[config.mk]
export PLATFORM = sky130hd
export DESIGN_NAME = core_wb_stage_flat
export DESIGN_NICKNAME = d
export VERILOG_FILES = /design/src/rtl/core_wb_stage_pkg.sv /design/src/rtl/core_wb_stage_if.sv /design/src/rtl/core_load_align.sv /design/src/rtl/core_wb_stage.sv /design/src/flat_wrapper.sv
export SDC_FILE = /design/constraint.sdc
export NUM_CORES = 1
export LEC_CHECK = 0
export ABC_AREA = 1
export ABC_CLOCK_PERIOD_IN_PS = 2600
export CAP_MARGIN = 25
export CORE_ASPECT_RATIO = 0.7
export CORE_UTILIZATION = 39
export CTS_CLUSTER_SIZE = 28
export DETAILED_ROUTE_END_ITERATION = 10
export GPL_TIMING_DRIVEN = 0
export PLACE_DENSITY = 0.8
export SLEW_MARGIN = 5
export SYNTH_ARGS = -nofsm -noshare
export SYNTH_HDL_FRONTEND = slang
export SYNTH_SLANG_ARGS = --single-unit
[constraint.sdc]
create_clock -name clk -period 2.6 [get_ports clk]
set_clock_uncertainty 0.2 [all_clocks]
set_input_delay 0.52 -clock clk [delete_from_list [all_inputs] [get_ports clk]]
set_output_delay 0.52 -clock clk [all_outputs]
set_load 0.1 [all_outputs]
[src/rtl/core_wb_stage_pkg.sv]
// rtl/core_wb_stage_pkg.sv - shared widths, load-op encodings and FSM states for the writeback stage
package core_wb_stage_pkg;

    localparam int WB_DATA_WIDTH     = 32;
    localparam int WB_REG_ADDR_WIDTH = 5;
    localparam int WB_LOAD_OP_WIDTH  = 3;

    typedef enum logic [2:0] {
        LOAD_LB  = 3'b000,
        LOAD_LH  = 3'b001,
        LOAD_LW  = 3'b010,
        LOAD_LBU = 3'b100,
        LOAD_LHU = 3'b101
    } load_op_e;

    typedef enum logic [0:0] {
        WB_IDLE    = 1'b0,
        WB_WAIT_RV = 1'b1
    } wb_state_e;

endpackage

[src/rtl/core_wb_stage_if.sv]
// rtl/core_wb_stage_if.sv - registered W-side bundle from the memory stage plus the stall back to it
interface core_wb_stage_if #(
    parameter int DATA_WIDTH     = core_wb_stage_pkg::WB_DATA_WIDTH,
    parameter int REG_ADDR_WIDTH = core_wb_stage_pkg::WB_REG_ADDR_WIDTH,
    parameter int LOAD_OP_WIDTH  = core_wb_stage_pkg::WB_LOAD_OP_WIDTH
);
    logic [REG_ADDR_WIDTH-1:0] waddr;
    logic [DATA_WIDTH-1:0]     rd;
    logic                      wr;
    logic                      is_load_store;
    logic                      is_load;
    logic [LOAD_OP_WIDTH-1:0]  load_op;
    logic [1:0]                addr_lsb;
    logic [DATA_WIDTH-1:0]     rdata;
    logic                      rvalid;
    logic                      stall;

    modport master (
        output waddr, rd, wr, is_load_store, is_load, load_op, addr_lsb, rdata, rvalid,
        input  stall
    );

    modport slave (
        input  waddr, rd, wr, is_load_store, is_load, load_op, addr_lsb, rdata, rvalid,
        output stall
    );
endinterface

[src/rtl/core_load_align.sv]
// rtl/core_load_align.sv - selects the addressed byte/half of a read word and extends it
module core_load_align
    import core_wb_stage_pkg::*;
#(
    parameter int DATA_WIDTH    = WB_DATA_WIDTH,
    parameter int LOAD_OP_WIDTH = WB_LOAD_OP_WIDTH
) (
    input  logic [DATA_WIDTH-1:0]    rdata,
    input  logic [LOAD_OP_WIDTH-1:0] op,
    input  logic [1:0]               lsb,
    output logic [DATA_WIDTH-1:0]    data,
    output logic                     misaligned
);
    logic [7:0]  byte_sel;
    logic [15:0] half_sel;

    // Offsets are widened before scaling so the multiply cannot truncate.
    assign byte_sel = rdata[{lsb, 3'b000} +: 8];
    assign half_sel = rdata[{lsb[1], 4'b0000} +: 16];

    always_comb begin
        data       = rdata;
        misaligned = 1'b0;
        case (op)
            LOAD_LB:  data = {{(DATA_WIDTH-8){byte_sel[7]}}, byte_sel};
            LOAD_LBU: data = {{(DATA_WIDTH-8){1'b0}}, byte_sel};
            LOAD_LH: begin
                data       = {{(DATA_WIDTH-16){half_sel[15]}}, half_sel};
                misaligned = lsb[0];
            end
            LOAD_LHU: begin
                data       = {{(DATA_WIDTH-16){1'b0}}, half_sel};
                misaligned = lsb[0];
            end
            default: begin
                data       = rdata;
                misaligned = (lsb != 2'b00);
            end
        endcase
    end
endmodule

[src/rtl/core_wb_stage.sv]
// rtl/core_wb_stage.sv - RV32IM writeback: waits for load data, extends it, drives the regfile write port
module core_wb_stage
    import core_wb_stage_pkg::*;
#(
    parameter int DATA_WIDTH     = WB_DATA_WIDTH,
    parameter int REG_ADDR_WIDTH = WB_REG_ADDR_WIDTH,
    parameter int LOAD_OP_WIDTH  = WB_LOAD_OP_WIDTH
) (
    input  logic                      clk,
    input  logic                      rst_n,
    core_wb_stage_if.slave            w,
    output logic [REG_ADDR_WIDTH-1:0] regfile_waddr,
    output logic [DATA_WIDTH-1:0]     regfile_wdata,
    output logic                      regfile_wr,
    output logic                      load_misaligned,
    output logic                      spurious_rvalid
);
    wb_state_e             state_q, state_d;
    logic                  load_req;
    logic                  consume;
    logic                  alu_wr;
    logic                  stall_c;
    logic                  spurious_c;
    logic                  retire;
    logic [DATA_WIDTH-1:0] ld_data;
    logic                  ld_mis;

    core_load_align #(
        .DATA_WIDTH    (DATA_WIDTH),
        .LOAD_OP_WIDTH (LOAD_OP_WIDTH)
    ) u_align (
        .rdata      (w.rdata),
        .op         (w.load_op),
        .lsb        (w.addr_lsb),
        .data       (ld_data),
        .misaligned (ld_mis)
    );

    assign load_req = w.is_load_store & w.is_load;

    always_comb begin
        state_d    = state_q;
        consume    = 1'b0;
        alu_wr     = 1'b0;
        stall_c    = 1'b0;
        spurious_c = 1'b0;
        case (state_q)
            WB_IDLE: begin
                if (load_req) begin
                    if (w.rvalid) begin
                        consume = 1'b1;
                    end else begin
                        stall_c = 1'b1;
                        state_d = WB_WAIT_RV;
                    end
                end else begin
                    alu_wr     = w.wr & ~w.is_load_store;
                    spurious_c = w.rvalid;
                end
            end
            WB_WAIT_RV: begin
                if (w.rvalid) begin
                    consume = 1'b1;
                    state_d = WB_IDLE;
                end else begin
                    stall_c = 1'b1;
                end
            end
            default: state_d = WB_IDLE;
        endcase
    end

    // Combinational outputs are held low while reset is asserted.
    assign w.stall         = rst_n & stall_c;
    assign load_misaligned = rst_n & consume & ld_mis;
    assign spurious_rvalid = rst_n & spurious_c;

    assign retire = alu_wr | (consume & w.wr & ~ld_mis);

    always_ff @(posedge clk or negedge rst_n) begin
        if (!rst_n) begin
            state_q       <= WB_IDLE;
            regfile_wr    <= 1'b0;
            regfile_waddr <= '0;
            regfile_wdata <= '0;
        end else begin
            state_q <= state_d;
            if (retire) begin
                regfile_waddr <= w.waddr;
                regfile_wdata <= alu_wr ? w.rd : ld_data;
                // x0 still updates the visible address/data, only the strobe is suppressed.
                regfile_wr    <= |w.waddr;
            end else begin
                regfile_wr <= 1'b0;
            end
        end
    end
endmodule

[src/flat_wrapper.sv]
// flat-port wrapper written by rule: the top's interface ports become plain ports
module core_wb_stage_flat import core_wb_stage_pkg::*;
#(
    parameter int DATA_WIDTH     = WB_DATA_WIDTH,
    parameter int REG_ADDR_WIDTH = WB_REG_ADDR_WIDTH,
    parameter int LOAD_OP_WIDTH  = WB_LOAD_OP_WIDTH
)
  (clk, rst_n, regfile_waddr, regfile_wdata, regfile_wr, load_misaligned, spurious_rvalid, w_waddr, w_rd, w_wr, w_is_load_store, w_is_load, w_load_op, w_addr_lsb, w_rdata, w_rvalid, w_stall);
  core_wb_stage_if #(.DATA_WIDTH(DATA_WIDTH), .REG_ADDR_WIDTH(REG_ADDR_WIDTH), .LOAD_OP_WIDTH(LOAD_OP_WIDTH)) w_i ();
  input  logic clk;
  input  logic rst_n;
  output logic [REG_ADDR_WIDTH-1:0] regfile_waddr;
  output logic [DATA_WIDTH-1:0] regfile_wdata;
  output logic regfile_wr;
  output logic load_misaligned;
  output logic spurious_rvalid;
  input wire logic [$bits(w_i.waddr)-1:0] w_waddr;
  input wire logic [$bits(w_i.rd)-1:0] w_rd;
  input wire logic [$bits(w_i.wr)-1:0] w_wr;
  input wire logic [$bits(w_i.is_load_store)-1:0] w_is_load_store;
  input wire logic [$bits(w_i.is_load)-1:0] w_is_load;
  input wire logic [$bits(w_i.load_op)-1:0] w_load_op;
  input wire logic [$bits(w_i.addr_lsb)-1:0] w_addr_lsb;
  input wire logic [$bits(w_i.rdata)-1:0] w_rdata;
  input wire logic [$bits(w_i.rvalid)-1:0] w_rvalid;
  output wire logic [$bits(w_i.stall)-1:0] w_stall;
  assign w_i.waddr = w_waddr;
  assign w_i.rd = w_rd;
  assign w_i.wr = w_wr;
  assign w_i.is_load_store = w_is_load_store;
  assign w_i.is_load = w_is_load;
  assign w_i.load_op = w_load_op;
  assign w_i.addr_lsb = w_addr_lsb;
  assign w_i.rdata = w_rdata;
  assign w_i.rvalid = w_rvalid;
  assign w_stall = w_i.stall;
  core_wb_stage #(.DATA_WIDTH(DATA_WIDTH), .REG_ADDR_WIDTH(REG_ADDR_WIDTH), .LOAD_OP_WIDTH(LOAD_OP_WIDTH)) u_core (.clk(clk), .rst_n(rst_n), .w(w_i), .regfile_waddr(regfile_waddr), .regfile_wdata(regfile_wdata), .regfile_wr(regfile_wr), .load_misaligned(load_misaligned), .spurious_rvalid(spurious_rvalid));
endmodule
Word level (Yosys, flattened, before mapping)
Cells that the tools add are included.
{"block": "classes", "mux": 14, "n_bitwise": 12, "n_shift": 2, "eq_ne": 3, "reduce_logical": 5}
{"op": "case mux 32 bit (4 select lines)", "count": 1}
{"op": "two-way mux 32 bit", "count": 1}
{"op": "indexed part select 32 x 6 -> 16 bit", "count": 1}
{"op": "indexed part select 32 x 6 -> 8 bit", "count": 1}
{"op": "two-way mux 1 bit", "count": 9}
{"op": "AND 1 bit", "count": 8}
{"op": "equality test 3 bit, second input constant", "count": 2}
{"op": "case mux 1 bit (2 select lines)", "count": 3}
{"op": "OR reduction 5 bit", "count": 1}
{"op": "OR reduction 2 bit", "count": 2}
{"op": "equality test 3 x 1 -> 1 bit, second input constant", "count": 1}
{"op": "zero test 3 bit", "count": 1}
{"op": "NOT 1 bit", "count": 3}
{"op": "nonzero test 2 bit", "count": 1}
{"op": "bitwise OR 1 bit", "count": 1}
{"block": "totals", "word_cells": 40, "output_inout_bits": 41, "regBits": 39}

Depth between registers and ports, before layout
Gate-level depths: netlist of the first run.
{"block": "logic_depth", "word_depth": 7, "depth_mapped": 11, "ltp_nobuf": 8}

Modules after synthesis
A second synthesis of the first run with hierarchy kept.
{"block": "hier_totals", "cells_unflattened": 480, "hier_area_um2": 3141.8}
{"mod": "core_wb_stage", "cells_each": 287, "seq_area_each_um2": 975.9, "n_inst": 1, "area_each_um2": 2199.6}
{"mod": "core_load_align", "cells_each": 193, "seq_area_each_um2": 0.0, "n_inst": 1, "area_each_um2": 942.2}

Worst setup path after synthesis of the first run
Ideal clock, no wire load.
{"block": "synth_timing", "path_kind": "in2out", "start": "in w_is_load", "end": "out w_stall", "arrival_ns": 2.917, "cell_stages": 4, "required_time_ns": 1.880, "slack_ns": -1.037, "path_cell_list": "nand2_1 > nand2_1 > inv_1 > nor3b_1"}
{"block": "synth_between", "elab_chain_cells": 4}
{"item": "from (decl)", "line": "flat_wrapper.sv:21", "source": "input wire logic [$bits(w_i.is_load)-1:0] w_is_load;"}
{"item": "AND 1 bit", "line": "core_wb_stage.sv:39", "source": "assign load_req = w.is_load_store & w.is_load;"}
{"item": "two-way mux 1 bit", "line": "core_wb_stage.sv:49", "source": "if (load_req) begin"}
{"item": "case mux 1 bit (2 select lines)", "line": "core_wb_stage.sv:47", "source": "case (state_q)"}
{"item": "AND 1 bit", "line": "core_wb_stage.sv:74", "source": "assign w.stall = rst_n & stall_c;"}
{"item": "to (decl)", "line": "flat_wrapper.sv:26", "source": "output wire logic [$bits(w_i.stall)-1:0] w_stall;"}
Every way passes these cells.

Final worst setup path of the first run
{"block": "layout_timing", "start": "in w_addr_lsb[0]", "end": "out load_misaligned"}
{"block": "layout_between", "elab_chain_cells": 3}
{"item": "from (decl)", "line": "flat_wrapper.sv:23", "source": "input wire logic [$bits(w_i.addr_lsb)-1:0] w_addr_lsb;"}
{"item": "nonzero test 2 bit", "line": "core_load_align.sv:37", "source": "misaligned = (lsb != 2'b00);"}
{"item": "case mux 1 bit (2 select lines) *", "line": "core_load_align.sv:24", "source": "case (op)"}
{"item": "AND 1 bit *", "line": "core_wb_stage.sv:75", "source": "assign load_misaligned = rst_n & consume & ld_mis;"}
{"item": "to (decl)", "line": "flat_wrapper.sv:15", "source": "output logic load_misaligned;"}
Every way passes the cells marked *; elsewhere a longest branch is shown, timed or not.

==> reports/metrics.cfg, run 1 <==
[global_routing]
grt_pass1_wl_um=14700
grtUsageTotal_pct=26.4
gr-total-overflow=0
grt_start_max_net_pins=29
grt_pass1_vias=3038
antenna_found_initial=0

[timing]
drv_slew=0
whs_ns=0.0104
finalHoldViolCount=0
min_period_ns=2.55
fmax_ghz=0.392
tightest_slew_ns=0.979
layout_setup_ws_ns=0.0497
rsz0062_at_grt=false
fin_crit_sh_pct=98.1
setup-violations-final=0
slew_headroom_pct=34.5

[critical_path]
cp_slowest_cell=clkdlybuf4s50_1
reg2reg_to=u_core.regfile_wdata[28]
critPathTopFamily=buffers and inverters
path_cells=clkdlybuf4s50_1 > inv_2 > nor2_1 > nor2_2 > nor3_4 > buf_6
crit_start=w_addr_lsb[0]
cp.required_ns=1.88
critPathMaxFanout=5
arrival_ns=1.83
slowest_delay_ns=0.61
path_class=in -> out
r2r_slack_ns=0.81
start_kind=input pin
r2r_cells=8
critical_path.endpoint_type=primary output
path_buf_inv=3
rr_startpoint=u_core.state_q

[clocking]
cts_buffer_depth=2
htreeDepth=2
clockRootBuffer=clkbuf_8
cts_inserted_buffers=5
cts_setup_buffers=0
clk_latency_ns=0.29
cts_tree=yes
cts.sinks=39
clk_pin_slew_ns=0.08

[place]
place_ws_ns=-0.818
place_inst=616
place.gp.congestion=0.912
port_buffers=118
dp_hpwl_um=7210

[power_and_ir_drop]
ir_drop_uv=509
p_leak_nw=2.01
fin_total_pwr_mw=2.95
powerDensity_mw_per_mm2=718

[floorplanning]
core_mm2=0.00640
num_rows=24
die_h_um=71.1
dieArea_mm2=0.00717
dieWidth_um=101
ios=121
start_util_pct=41.6

[finish]
nNetsFinal=613
drive_above_1_share_pct=8.80
area_growth_pct=54.4
fill_cells=593
diodes=0
finalNonFillerCells=625

[logic_synthesis]
ys.flop_type=dfrtp_1
synthCells=406
synth_edf_count=0
ys_warn_count=0
synth-async-reset-ratio_pct=100
synth-seq-cells=39
synth_area_mm2=0.00266
synth_top_area_cell=dfrtp_1
synth_fp_nets=486
ys_top_cells_by_area=dfrtp_1 37%, nand2_1 23%, nand3_1 9.0%, a21oi_1 7.7%, nor2_1 6.3%
ys_seq_area_share_pct=36.7
synth.avg_cell_area_um2=6.56
synth_most_common_cell=nand2_1
yosys.cell_types.count=27
ys_top_cells_by_count=166 x nand2_1, 48 x nand3_1, 45 x nor2_1
yosys.area.top_type_share_pct=36.7

[run]
cap_violations=0

[route]
drt-total-wl_um=9200
drt_first_pass_iters=5
vias_per_cell=5.01
postRouteAntennaNets=0
routedWlPerCell_um=14.7
drc=0
num_vias=3134
drtIter0Drc=180

[hold_path]
hp-class=in -> async

[status]
outcome=completed

[layout by cell type, fill, tap and decap left out, types with 2 or more instances in the layout]
cell	synthesis	layout
nand2_2	3	3
dfrtp_1	39	39
a21oi_1	41	41
inv_2	3	3
buf_6	10	11
nor3_1	3	2
nor2_1	45	45
nand2_4	2	2
buf_1	2	2
o21ai_0	3	3
buf_2	4	6
clkbuf_1	6	6
nand4_1	3	3
clkdlybuf4s50_1	0	114
nand2_1	166	166
nand3b_1	2	2
clkbuf_8	0	6
inv_1	13	13
nand3_1	48	48
nor2_4	3	3
buf_4	2	3
[flip-flops by register name (all words and copies together), names as in the netlist]
name	cells
u_core.regfile_wdata	32
u_core.regfile_waddr	5
u_core.regfile_wr	1
u_core.state_q	1
[layer usage]
layer	global-route usage [%]	vias up	wire length (um)	part of all wire [%]
li1	-	1556	-	-
met1	39.3	1431	4550	49
met2	41.2	143	3960	43
met3	4.84	4	655	7.1
met4	3.06	0	31	0.34
met5	0	-	0	0
[cell type report]
cell class	instances	area, um2	share of cell area, %
buffer	24	178	4.32
clock buffer	6	82.6	2.01
tap	91	114	2.77
sequential	39	976	23.7
clock inverter	2	35.0	0.852
inverter	16	60.1	1.46
multi-input combinational	327	1470	35.6
timing repair buffer	120	1200	29.2
[worst max path at each step]
| stage | to | depth (start not counted) |
|---|---|---|
| after detailed placement | load_misaligned | 6 |
| final | load_misaligned | 6 |
| after floorplan | w_stall | 4 |
| after global placement | load_misaligned | 4 |
| after CTS | load_misaligned | 6 |
| after global routing | load_misaligned | 6 |
[power breakdown]
part           switching [mW]  total (mW)  internal (mW)  leakage (nW)
Clock                   0.222       0.533          0.311        0.0612
Combinational            1.20        1.63          0.431          1.46
Sequential             0.0658       0.789          0.723         0.487
[through the flow]
stage          area (um2)  utilization (%)  TNS [ns]
3_3_place_gp         3970             62.1    -12.84
6_report             4110             64.3         0
5_1_grt              4110             64.3         0
2_1_floorplan        2680                -    -0.112
4_1_cts              4110             64.2         0
3_5_place_dp         3990             62.4     -2.13
[cells by family after synthesis]
group	after synthesis	synth area share, %
compound gates	48	9.49
flops	39	36.7
buf+inv	40	8.93
simple gates	279	44.9
[what timing repair did]
action	4_1_cts	5_1_grt
hold buffers	1	0
setup endpoints to repair	3	1
pin swaps	0	0
resized for setup	17	1
hold endpoints to repair	11	0
Note: power is estimated with default switching activity, not from simulation.
==> run 2: changes to the inputs <==
Settings changed: GPL_ROUTABILITY_DRIVEN set to 0.
==> run 2 against run 1 <==
Global-route usage increased by 0.34 points; worst hold slack improved by 0.036 ns; setup slack about the same; critical endpoint is now regfile_wdata[19]; largest cell class unchanged.
==> reports/metrics.cfg, run 2 (synthesis results as in run 1) <==
[clocking]
clk_pin_slew_ns=0.08  ; about the same
cts_setup_buffers=0  ; unchanged
cts.sinks=39  ; unchanged
clk_latency_ns=0.29  ; about the same
cts_buffer_depth=2  ; unchanged
clockRootBuffer=clkbuf_8
cts_tree=yes
htreeDepth=2  ; unchanged
cts_inserted_buffers=5  ; unchanged

[global_routing]
grt_pass1_vias=3093  ; +1.8%
grt_start_max_net_pins=27  ; -6.9%
grtUsageTotal_pct=26.8  ; +0.34 points
grt_pass1_wl_um=14900  ; +1.9%
gr-total-overflow=0  ; unchanged
antenna_found_initial=0  ; unchanged

[floorplanning]
dieWidth_um=101  ; unchanged
dieArea_mm2=0.00717  ; unchanged
num_rows=24  ; unchanged
start_util_pct=41.6  ; unchanged
core_mm2=0.00640  ; unchanged
ios=121  ; unchanged
die_h_um=71.1  ; unchanged

[timing]
setup-violations-final=0  ; unchanged
fin_crit_sh_pct=98.1  ; about the same
slew_headroom_pct=34.5  ; -0.059 points
rsz0062_at_grt=false
min_period_ns=2.55  ; +0.000203 ns
tns_ns=0  ; unchanged
drv_slew=0  ; unchanged
finalHoldViolCount=0  ; unchanged
fmax_ghz=0.392  ; about the same
tightest_slew_ns=0.980  ; +0.000885 ns
whs_ns=0.0460  ; +0.0356 ns

[critical_path]
path_buf_inv=1  ; -2
slowest_delay_ns=1.15  ; +0.54 ns
cp.required_ns=1.88  ; about the same
path_cells=clkdlybuf4s50_1
path_class=reg -> out
start_kind=flop
critPathTopFamily=buffers and inverters
arrival_ns=1.83  ; about the same
cp_slowest_cell=clkdlybuf4s50_1
critical_path.endpoint_type=primary output
critPathMaxFanout=2  ; -3
crit_start=u_core.regfile_wdata[19]
rr_startpoint=u_core.state_q

[place]
place_inst=616  ; unchanged
port_buffers=118  ; unchanged
dp_hpwl_um=7210  ; about the same

[route]
postRouteAntennaNets=0  ; unchanged
vias_per_cell=5.22  ; +4.1%
drt-total-wl_um=9260  ; +0.65%
num_vias=3261  ; +4.1%
drtIter0Drc=362  ; +100%
drt_first_pass_iters=5  ; unchanged
routedWlPerCell_um=14.8  ; +0.65%
drc=0  ; unchanged

[finish]
layout_common_cells=166 x nand2_1, 113 x clkdlybuf4s50_1, 48 x nand3_1
nNetsFinal=613  ; unchanged
area_growth_pct=55.2
final_common_cell=nand2_1
drive_above_1_share_pct=8.61  ; -0.19 points
largest_register_ffs=32  ; unchanged
finalNonFillerCells=625  ; unchanged
top_regs=u_core.regfile_wdata (32), u_core.regfile_waddr (5)
diodes=0  ; unchanged
final_util_pct=64.6  ; +0.33 points
top_register=u_core.regfile_wdata

[run]
cap_violations=0  ; unchanged

[power_and_ir_drop]
powerDensity_mw_per_mm2=734  ; +2.3%
ir_drop_uv=469  ; -7.9%
p_leak_nw=2.03  ; +0.87%
fin_total_pwr_mw=3.03  ; +2.9%

[status]
outcome=completed

[hold_path]
hp-class=in -> async

## run 2: cell types whose count changed in the layout (fill, tap and decap cells not counted)
cell / delta
buf_4: -1
buf_6: -1
buf_8: +1
bufinv_16: +1
clkbuf_1: +1
clkbuf_4: +1
clkbuf_8: -1
clkdlybuf4s50_1: -1
clkinv_2: -1
dlymetal6s2s_1: +1
## run 2: routing by layer
metal	track usage, %	vias to the layer above	wire (um)
li1	-	1552	-
met1	37.9	1509	4160
met2	41.2	181	3920
met3	7.81	19	1010
met4	4.67	0	163
met5	0	-	0
## run 2: worst paths after layout
check	endpoint	slack [ns]	cells past startpoint
setup / recovery	regfile_wdata[19]	0.05	1
hold / removal	u_core.regfile_wdata[4]	0.05	2
setup reg to reg	u_core.regfile_wdata[28]	0.89	8
hold reg to reg	u_core.regfile_waddr[0]	0.28	2
max in group asynchronous	u_core.regfile_wdata[12]	1.03	2
min in group clk	u_core.regfile_waddr[0]	0.28	2
## run 2: layout make-up
class | count | area (um2)
multi-input cells | 327 | 1470
repair buffers | 120 | 1210
inverters | 16 | 60.1
well taps | 91 | 114
flip-flops and latches | 39 | 976
fillers | 578 | 2260
clock buffers | 6 | 72.6
plain buffers | 24 | 178
clock inverters | 2 | 60.1
## run 2: what timing repair did
item / CTS / global route
hold endpoints to repair: 13 / 0
resized for setup: 16 / 4
hold buffers: 1 / 0
setup endpoints to repair: 3 / 3
## run 2: where the power goes
| group | total, mW | internal (mW) | switching [mW] | leakage (nW) |
|---|---|---|---|---|
| clock | 0.615 | 0.384 | 0.231 | 0.0654 |
| sequential | 0.790 | 0.723 | 0.0674 | 0.487 |
| combinational | 1.63 | 0.431 | 1.20 | 1.48 |
| total | 3.03 | 1.54 | 1.50 | 2.03 |
## run 2: metrics by stage
step                      setup WS [ns]  cell area, um2
after floorplan                 -0.0803            2680
after global placement            -2.10            3970
after detailed placement         -0.786            3990
after CTS                       0.00616            4120
after global routing           0.000266            4130
final                            0.0495            4130
